--- src/rtl/bf_pkg.sv ---
// Shared definitions for the program loader: opcode values, the terminator
// character, bounds of the address and bracket counters, and FSM state encoding.
package bf_pkg;

  localparam logic [3:0] OP_END   = 4'd0;
  localparam logic [3:0] OP_INC   = 4'd1;
  localparam logic [3:0] OP_DEC   = 4'd2;
  localparam logic [3:0] OP_RIGHT = 4'd3;
  localparam logic [3:0] OP_LEFT  = 4'd4;
  localparam logic [3:0] OP_LOOP  = 4'd5;
  localparam logic [3:0] OP_BACK  = 4'd6;
  localparam logic [3:0] OP_OUT   = 4'd7;
  localparam logic [3:0] OP_IN    = 4'd8;

  localparam logic [7:0] CH_TERM = 8'h21;

  // The last address is kept free so a full program can always be closed by END.
  localparam logic [15:0] ADDR_LAST = 16'hFFFF;
  localparam logic [7:0]  DEPTH_MAX = 8'hFF;

  typedef enum logic [2:0] {
    ST_IDLE   = 3'd0,
    ST_SETUP  = 3'd1,
    ST_STROBE = 3'd2,
    ST_HOLD   = 3'd3,
    ST_DONE   = 3'd4,
    ST_ERR    = 3'd5
  } state_e;

endpackage

--- src/rtl/bf_char_decode.sv ---
// Combinational ASCII-to-opcode decode; the terminator decodes to the END opcode.
module bf_char_decode
  import bf_pkg::*;
(
  input  logic [7:0] char_i,
  output logic       is_cmd_o,
  output logic       is_term_o,
  output logic [3:0] opcode_o
);

  always_comb begin
    is_cmd_o  = 1'b1;
    is_term_o = (char_i == CH_TERM);
    opcode_o  = OP_END;
    case (char_i)
      8'h2B:   opcode_o = OP_INC;
      8'h2D:   opcode_o = OP_DEC;
      8'h3E:   opcode_o = OP_RIGHT;
      8'h3C:   opcode_o = OP_LEFT;
      8'h5B:   opcode_o = OP_LOOP;
      8'h5D:   opcode_o = OP_BACK;
      8'h2E:   opcode_o = OP_OUT;
      8'h2C:   opcode_o = OP_IN;
      default: is_cmd_o = 1'b0;
    endcase
  end

endmodule

--- src/rtl/program_loader.sv ---
// Streams an ASCII program into program memory, one opcode per 4-cycle write,
// checking bracket balance and reserving the last address for END.
module program_loader
  import bf_pkg::*;
(
  input  logic        clock,
  input  logic        reset,
  input  logic [7:0]  char_in,
  input  logic        char_valid,
  output logic        char_ready,
  output logic [15:0] prog_addr,
  output logic [3:0]  prog_data,
  output logic        prog_we,
  output logic        load_done,
  output logic        load_error,
  output logic [15:0] prog_len
);

  state_e      state_q, state_d;
  logic [15:0] addr_q, addr_d;
  logic [7:0]  depth_q, depth_d;
  logic [3:0]  data_q, data_d;
  logic        term_q, term_d;

  logic        is_cmd, is_term;
  logic [3:0]  dec_op;

  bf_char_decode u_decode (
    .char_i    (char_in),
    .is_cmd_o  (is_cmd),
    .is_term_o (is_term),
    .opcode_o  (dec_op)
  );

  always_ff @(posedge clock) begin
    if (reset) begin
      state_q <= ST_IDLE;
      addr_q  <= '0;
      depth_q <= '0;
      data_q  <= OP_END;
      term_q  <= 1'b0;
    end else begin
      state_q <= state_d;
      addr_q  <= addr_d;
      depth_q <= depth_d;
      data_q  <= data_d;
      term_q  <= term_d;
    end
  end

  // Every output is a decode of registered state, so nothing is combinational from the inputs.
  always_comb begin
    state_d    = state_q;
    addr_d     = addr_q;
    depth_d    = depth_q;
    data_d     = data_q;
    term_d     = term_q;
    char_ready = 1'b0;
    prog_we    = 1'b0;
    load_done  = 1'b0;
    load_error = 1'b0;

    case (state_q)
      ST_IDLE: begin
        char_ready = 1'b1;
        if (char_valid) begin
          if (is_term) begin
            if (depth_q != 8'd0) begin
              state_d = ST_ERR;
            end else begin
              data_d  = OP_END;
              term_d  = 1'b1;
              state_d = ST_SETUP;
            end
          end else if (is_cmd) begin
            if (addr_q == ADDR_LAST) begin
              state_d = ST_ERR;
            end else if ((dec_op == OP_LOOP) && (depth_q == DEPTH_MAX)) begin
              state_d = ST_ERR;
            end else if ((dec_op == OP_BACK) && (depth_q == 8'd0)) begin
              state_d = ST_ERR;
            end else begin
              data_d  = dec_op;
              term_d  = 1'b0;
              state_d = ST_SETUP;
              if (dec_op == OP_LOOP) begin
                depth_d = depth_q + 8'd1;
              end else if (dec_op == OP_BACK) begin
                depth_d = depth_q - 8'd1;
              end
            end
          end
        end
      end
      ST_SETUP: state_d = ST_STROBE;
      ST_STROBE: begin
        prog_we = 1'b1;
        state_d = ST_HOLD;
      end
      ST_HOLD: begin
        addr_d  = addr_q + 16'd1;
        state_d = term_q ? ST_DONE : ST_IDLE;
      end
      ST_DONE: load_done = 1'b1;
      ST_ERR:  load_error = 1'b1;
      default: state_d = ST_ERR;
    endcase
  end

  assign prog_addr = addr_q;
  assign prog_data = data_q;
  assign prog_len  = addr_q;

  // Sanity properties on the decoded outputs; synthesis ignores them.
  assert property (@(posedge clock) !(load_done && load_error));
  assert property (@(posedge clock) disable iff (reset) prog_we |=> !prog_we);

endmodule

--- config.mk ---
export PLATFORM = sky130hd
export DESIGN_NAME = program_loader
export DESIGN_NICKNAME = d
export VERILOG_FILES = /design/src/rtl/bf_pkg.sv /design/src/rtl/bf_char_decode.sv /design/src/rtl/program_loader.sv
export SDC_FILE = /design/constraint.sdc
export NUM_CORES = 1
export LEC_CHECK = 0
export ABC_AREA = 1
export BUFFER_PORTS_ARGS = -buffer_cell sky130_fd_sc_hd__buf_2
export CAP_MARGIN = 20
export CORE_UTILIZATION = 40
export CTS_CLUSTER_DIAMETER = 60
export DETAILED_ROUTE_END_ITERATION = 12
export SETUP_SLACK_MARGIN = 0.15
export SYNTH_ARGS = -nofsm -noshare
export SYNTH_HDL_FRONTEND = slang
export SYNTH_SLANG_ARGS = --single-unit
export TNS_END_PERCENT = 20
--- constraint.sdc ---
create_clock -name clock -period 1.9 [get_ports clock]
set_input_delay 0.38 -clock clock [delete_from_list [all_inputs] [get_ports clock]]
set_output_delay 0.38 -clock clock [all_outputs]
set_load 0.05 [all_outputs]
Word level (Yosys, flattened, before mapping)
Index checks and enable logic that the tools add are counted.
- reduce and logical (&&, ||, !) cells: 12
- $add $sub $neg: 3
- bitwise logic cells: 5
- equal/unequal tests: 24
- multiplexer cells: 29
- operators with widths (cell ; number):
    8-bit by 6-bit == test with 1-bit output (second input constant) ; 7
    4-bit case mux with 8 select lines ; 1
    3-bit two-way mux ; 8
    4-bit two-way mux ; 6
    16-bit by 1-bit adder with 16-bit output (second input constant) ; 1
    16-bit == test (second input constant) ; 1
    8-bit by 7-bit == test with 1-bit output (second input constant) ; 2
    8-bit two-way mux ; 2
    3-bit case mux with 5 select lines ; 1
    1-bit two-way mux ; 11
    2-bit != test (second input constant) ; 5
    8-bit by 1-bit adder with 8-bit output (second input constant) ; 1
    4-bit by 3-bit == test with 1-bit output (second input constant) ; 2
    8-bit == test (second input constant) ; 1
    8-bit logical NOT ; 1
    8-bit AND reduction ; 1
    8-bit nonzero test ; 1
    8-bit OR reduction ; 1
    8-bit by 1-bit subtractor with 8-bit output (second input constant) ; 1
    7-bit AND reduction ; 1
    3-bit by 2-bit == test with 1-bit output (second input constant) ; 2
    3-bit == test (second input constant) ; 2
    1-bit inverter ; 5
    2-bit nonzero test ; 2
    other kinds (6) ; 7
- bits in registers: 32
- input port bits: 11
- word-level logic and storage cells: 78

Depth between registers and ports, before layout
- depth in word-level cells: 11
- mapped depth: 15
- gate-level depth less buffers: 15

By module
From an unflattened synthesis, not the netlist that was laid out.
- cell total of the unflattened synthesis: 364
- area total of the unflattened synthesis: 2388.5 um^2
- modules (own cells, without submodules) (module ; area an instance (um^2) ; instances ; seq. area each (um^2) ; cells an instance):
    program_loader ; 2174.6 ; 1 ; 640.6 ; 318
    bf_char_decode ; 214.0 ; 1 ; 0.0 ; 46

Worst setup path after synthesis
OpenSTA, ideal clock, no wires.
- path kind: input to register
- start point: in char_in[7]
- end point: reg depth_q[7]
- setup time: 132 ps
- stages on the path: 12
- buffers on the path: 0
- arrival: 1821 ps
- path slack: -53 ps
- cell sequence: inv_1 nand2_1 nor2_4 nand2_4 ha_1 a21oi_1 nand2_1 and3_1 o21ai_0 nand2_1 nand2_1 a21oi_1
- word-level cells in the longest chain between the ends: 6
- elaborated cells on any way between the ends: 22
- those cells by class: eq/ne: 11; mux: 3; bitwise: 3; reduce/logical: 5
- ends and longest elaborated chain (element ; line ; source):
    start: declaration ; program_loader.sv:8 ; input logic [7:0] char_in,
    8-bit by 6-bit == test with 1-bit output or 8-bit by 7-bit == test with 1-bit output (tied branches) ; bf_char_decode.sv:15 ; case (char_i)
    4-bit case mux with 8 select lines ; bf_char_decode.sv:15 ;
    4-bit by 3-bit == test with 1-bit output, on equally long branches ; - ;
    1-bit logical AND, on equally long branches ; program_loader.sv:80, program_loader.sv:78 ;
    1-bit inverter (no line) ; - ;
    8-bit AND reduction (no line) ; - ;
    end signal: assignment ; program_loader.sv:45 ; depth_q <= depth_d;
    end: declaration ; program_loader.sv:21 ; logic [7:0] depth_q, depth_d;
Parallel ways exist; a longest one is shown, timed or not.
A chain may end at the register's enable or synchronous reset.

Final worst setup path
- start point: in char_in[6]
- end point: reg depth_q[6]
Same word-level chain as after synthesis.

==> flow_summary.yaml <==
outcome:
  run_status: "completed"
synth:
  post-synth-top-count-cell: "sky130_fd_sc_hd__nand2_1"
  syn-instance-count: 349
  ys_seq_area_share_pct: 27.8
  ys.flop_type: "sky130_fd_sc_hd__dfxtp_1"
  synth_warnings: 0
  synthArstFlopShare_pct: 0
  post_synthesis_net_count: 368
  synth_enable_flop_cells: 0
  synthesis.area_um2: 2300
  synth_area_leader_cell: "sky130_fd_sc_hd__dfxtp_1"
  postSynthAreaPerCell_um2: 6.60
  synthTopCellsByArea: "sky130_fd_sc_hd__dfxtp_1 (28%), sky130_fd_sc_hd__nand2_1 (15%), sky130_fd_sc_hd__inv_1 (7.3%)"
  synthDominantCellAreaShare_pct: 27.8
  flip_flop_and_latch_count_after_synthesis: 32
  synth.distinct_cells: 33
  netlist_top_cells_count: "sky130_fd_sc_hd__nand2_1 (90), sky130_fd_sc_hd__inv_1 (45), sky130_fd_sc_hd__nor2_1 (42)"
worst_setup_path:
  timing.critical_path.cells: "buf_2, nand2_2, nor2_4, nand2_4, inv_2, fa_2, o21ai_2, nand2_1, nand2_1, nand2_1, nand2_1, nand2_1, nand2_1, nand2_1, a21oi_2"
  worst_ep_required_time_ps: 2130
  worst-r2r-setup-slack_ps: 290
  timing.critical_path.to_type: "flop"
  critical-path-top-delay-family: "simple AND/OR/NAND/NOR gates"
  crit_fanout: 8
  cpPeakStageDelay_ps: 410
  critPathArrivalTime_ps: 1920
  crit_top_cell: "sky130_fd_sc_hd__nand2_1"
  ws_path_type: "input pin to flop"
  timing.critical_path.buf_inv: 2
  worst_setup_path_start_kind: "input pin"
  cpMaxStageDelayCell: "sky130_fd_sc_hd__fa_2"
grt:
  grt_overflow: 0
  grt_first_pass_wirelength_um: 8570
  number_of_antenna_violations_at_the_first_check_in_global_routing: 0
  grt_usage_pct: 17.6
  grt_pass1_vias: 2014
  pin_count_of_the_biggest_net_entering_global_routing: 20
finish:
  num_antenna_cells: 0
  post_route_cells_drive_above_1_share_pct: 34.0
  fillCellCount: 576
  layout.nets: 430
  syn2layout_area_growth_pct: 28.3
place:
  gp_congestion: 0.805
  detailedPlacementHpwl_um: 3810
  place_ws_ps: -151
  buffer_ports.inserted: 50
pwr:
  combPwrFrac_pct: 26.1
  power.share.clock_pct: 35.3
  cellPowerDensity_nw_per_um2: 638
  leakagePower_nw: 1.40
  p_int_w: 0.00127
  power.switching_w: 0.000615
  vdd_drop_max_v: 0.000397
  p_sw_share_pct: 32.7
  seq_power_share_pct: 38.6
  totalPowerFinal_w: 0.00188
floorplan:
  die_footprint_um2: 6060
  die_height_um: 77.9
  io-pin-count: 51
  placement_rows: 27
  core_box_area_um2: 5540
  chipWidth_um: 77.9
  starting_density_of_the_core_pct: 41.6
clocking:
  ctsLongestPathBuffers: 2
  numClockSinks: 32
  insertion_delay_ps: 290
  ctsHtreeMaxLevel: 2
  root_buffer: "sky130_fd_sc_hd__clkbuf_8"
  clk_pin_slew_worst_paths_ps: 80
  tritoncts: "done"
  cts_buffers: 5
drt:
  drtIter0Drc: 76
  antenna_left: 0
  num_vias: 2243
  remaining_drc_errors: 0
  routedWlPerCell_um: 10.5
  vias_per_cell: 4.63
  totalWireLength_um: 5060
  drt_pass1_iterations: 4
min_path:
  holdCritPathClass: "flop to flop"
timing:
  finalClockSkew_ps: 6.28
  hold_viol: 0
  finalSetupViolations: 0
  period_needed_ps: 1700
  relSlewSlack_pct: 74.8
  rsz0062_at_grt: "true"
  final.period_utilization_pct: 89.3
  fin_tns_setup_ps: 0
  finalWorstSetupSlack_ps: 203
  worst_hold_slack_ps: 485
  max_freq_ghz: 0.589
  timing_max_transition_violations_final: 0
  pin_slew_with_the_least_headroom_to_its_limit_ps: 378
run:
  maxCapViolCount: 0
[cell type report]
cell class / count / area, um^2 / share of cell area [%]
Clock buffer: 6 / 72.6 / 2.46
Tap cell: 72 / 90.1 / 3.05
Multi-Input combinational cell: 249 / 1440 / 48.9
Clock inverter: 2 / 35.0 / 1.19
Timing Repair Buffer: 75 / 472 / 16.0
Inverter: 48 / 195 / 6.61
Sequential cell: 32 / 644 / 21.8
[routing by layer]
layer / up-vias / wire [um] / part of all wire, % / GRT usage, %
li1: 1210 / - / - / -
met1: 973 / 2380 / 47 / 21.3
met2: 51 / 2420 / 48 / 30.7
met3: 9 / 180 / 3.6 / 3.18
met4: 0 / 85 / 1.7 / 6.42
met5: - / 0 / 0 / 0
[cell families after synthesis]
logic type / synth area share (%)
xor+xnor: 2.28
simple gates: 39.7
compound gates: 11.7
fa+ha+maj: 4.67
flops: 27.8
buf+inv: 13.9
[tightest hold or removal path, delay by kind of cell (launching register included)]
kind             cells  cell delay, ps
flip-flops           1             330
AND/OR/NAND/NOR      2             130
[through the flow]
stage / util [%] / cell area [um^2] / instances
after floorplan: - / 2370 / 349
final: 53.3 / 2950 / 484
after global placement: 49.0 / 2720 / 470
after detailed placement: 49.0 / 2720 / 470
after global routing: 53.3 / 2950 / 484
after CTS: 51.2 / 2840 / 478
[sequential cells by signal, indices dropped and copies added (netlist names)]
register and flops:
state_q 3, prog_addr 16, prog_data 4, term_q 1, depth_q 8
[worst paths after layout]
| kind | depth (start not counted) | start | to |
|---|---|---|---|
| worst min-delay path | 2 | prog_data[3]$_SDFFE_PP0P_ | prog_data[3]$_SDFFE_PP0P_ |
| worst max-delay path | 15 | char_in[6] | depth_q[6]$_SDFFE_PP0P_ |
| worst min register to register | 2 | prog_data[3]$_SDFFE_PP0P_ | prog_data[3]$_SDFFE_PP0P_ |
| worst max register to register | 11 | depth_q[1]$_SDFFE_PP0P_ | depth_q[6]$_SDFFE_PP0P_ |
[power by group through the flow]
stage	registers (W)	clock network (W)	logic (W)
after floorplan	0.000758	0	0.000282
after global placement	0.000737	0	0.000395
after detailed placement	0.000738	0	0.000397
after CTS	0.000725	0.000682	0.000429
after global routing	0.000730	0.000703	0.000527
final	0.000726	0.000665	0.000492
[layout by cell type, fill, tap and decap left out, types with 2 or more instances in the layout]
| cell | netlist | layout |
|---|---|---|
| sky130_fd_sc_hd__nand3_4 | 2 | 2 |
| sky130_fd_sc_hd__nand2_1 | 90 | 85 |
| sky130_fd_sc_hd__buf_2 | 0 | 44 |
| sky130_fd_sc_hd__nand3_1 | 12 | 12 |
| sky130_fd_sc_hd__nor2_4 | 3 | 4 |
| sky130_fd_sc_hd__nor2_2 | 11 | 11 |
| sky130_fd_sc_hd__nand2_2 | 4 | 7 |
| sky130_fd_sc_hd__nand2_4 | 5 | 7 |
| sky130_fd_sc_hd__ha_4 | 0 | 4 |
| sky130_fd_sc_hd__buf_4 | 17 | 26 |
| sky130_fd_sc_hd__buf_6 | 0 | 5 |
| sky130_fd_sc_hd__dfxtp_1 | 32 | 29 |
| sky130_fd_sc_hd__nor2_1 | 42 | 41 |
| sky130_fd_sc_hd__a21oi_1 | 26 | 22 |
| sky130_fd_sc_hd__a21oi_2 | 0 | 4 |
| sky130_fd_sc_hd__nor3_1 | 6 | 6 |
| sky130_fd_sc_hd__xor2_1 | 5 | 5 |
| sky130_fd_sc_hd__clkbuf_8 | 0 | 5 |
| sky130_fd_sc_hd__ha_1 | 7 | 3 |
| sky130_fd_sc_hd__inv_1 | 45 | 41 |
| sky130_fd_sc_hd__a211oi_1 | 2 | 2 |
| sky130_fd_sc_hd__inv_2 | 3 | 4 |
| sky130_fd_sc_hd__dfxtp_2 | 0 | 3 |
| sky130_fd_sc_hd__o21ai_0 | 14 | 12 |
| sky130_fd_sc_hd__nand4_1 | 7 | 7 |
[repair_timing]
action	in CTS	in global routing
setup buffers	0	6
setup endpoints to repair	1	13
gates resized for setup	4	19
hold buffers	0	0
pin swaps	0	16
Note: power is estimated with default switching activity, not from simulation.
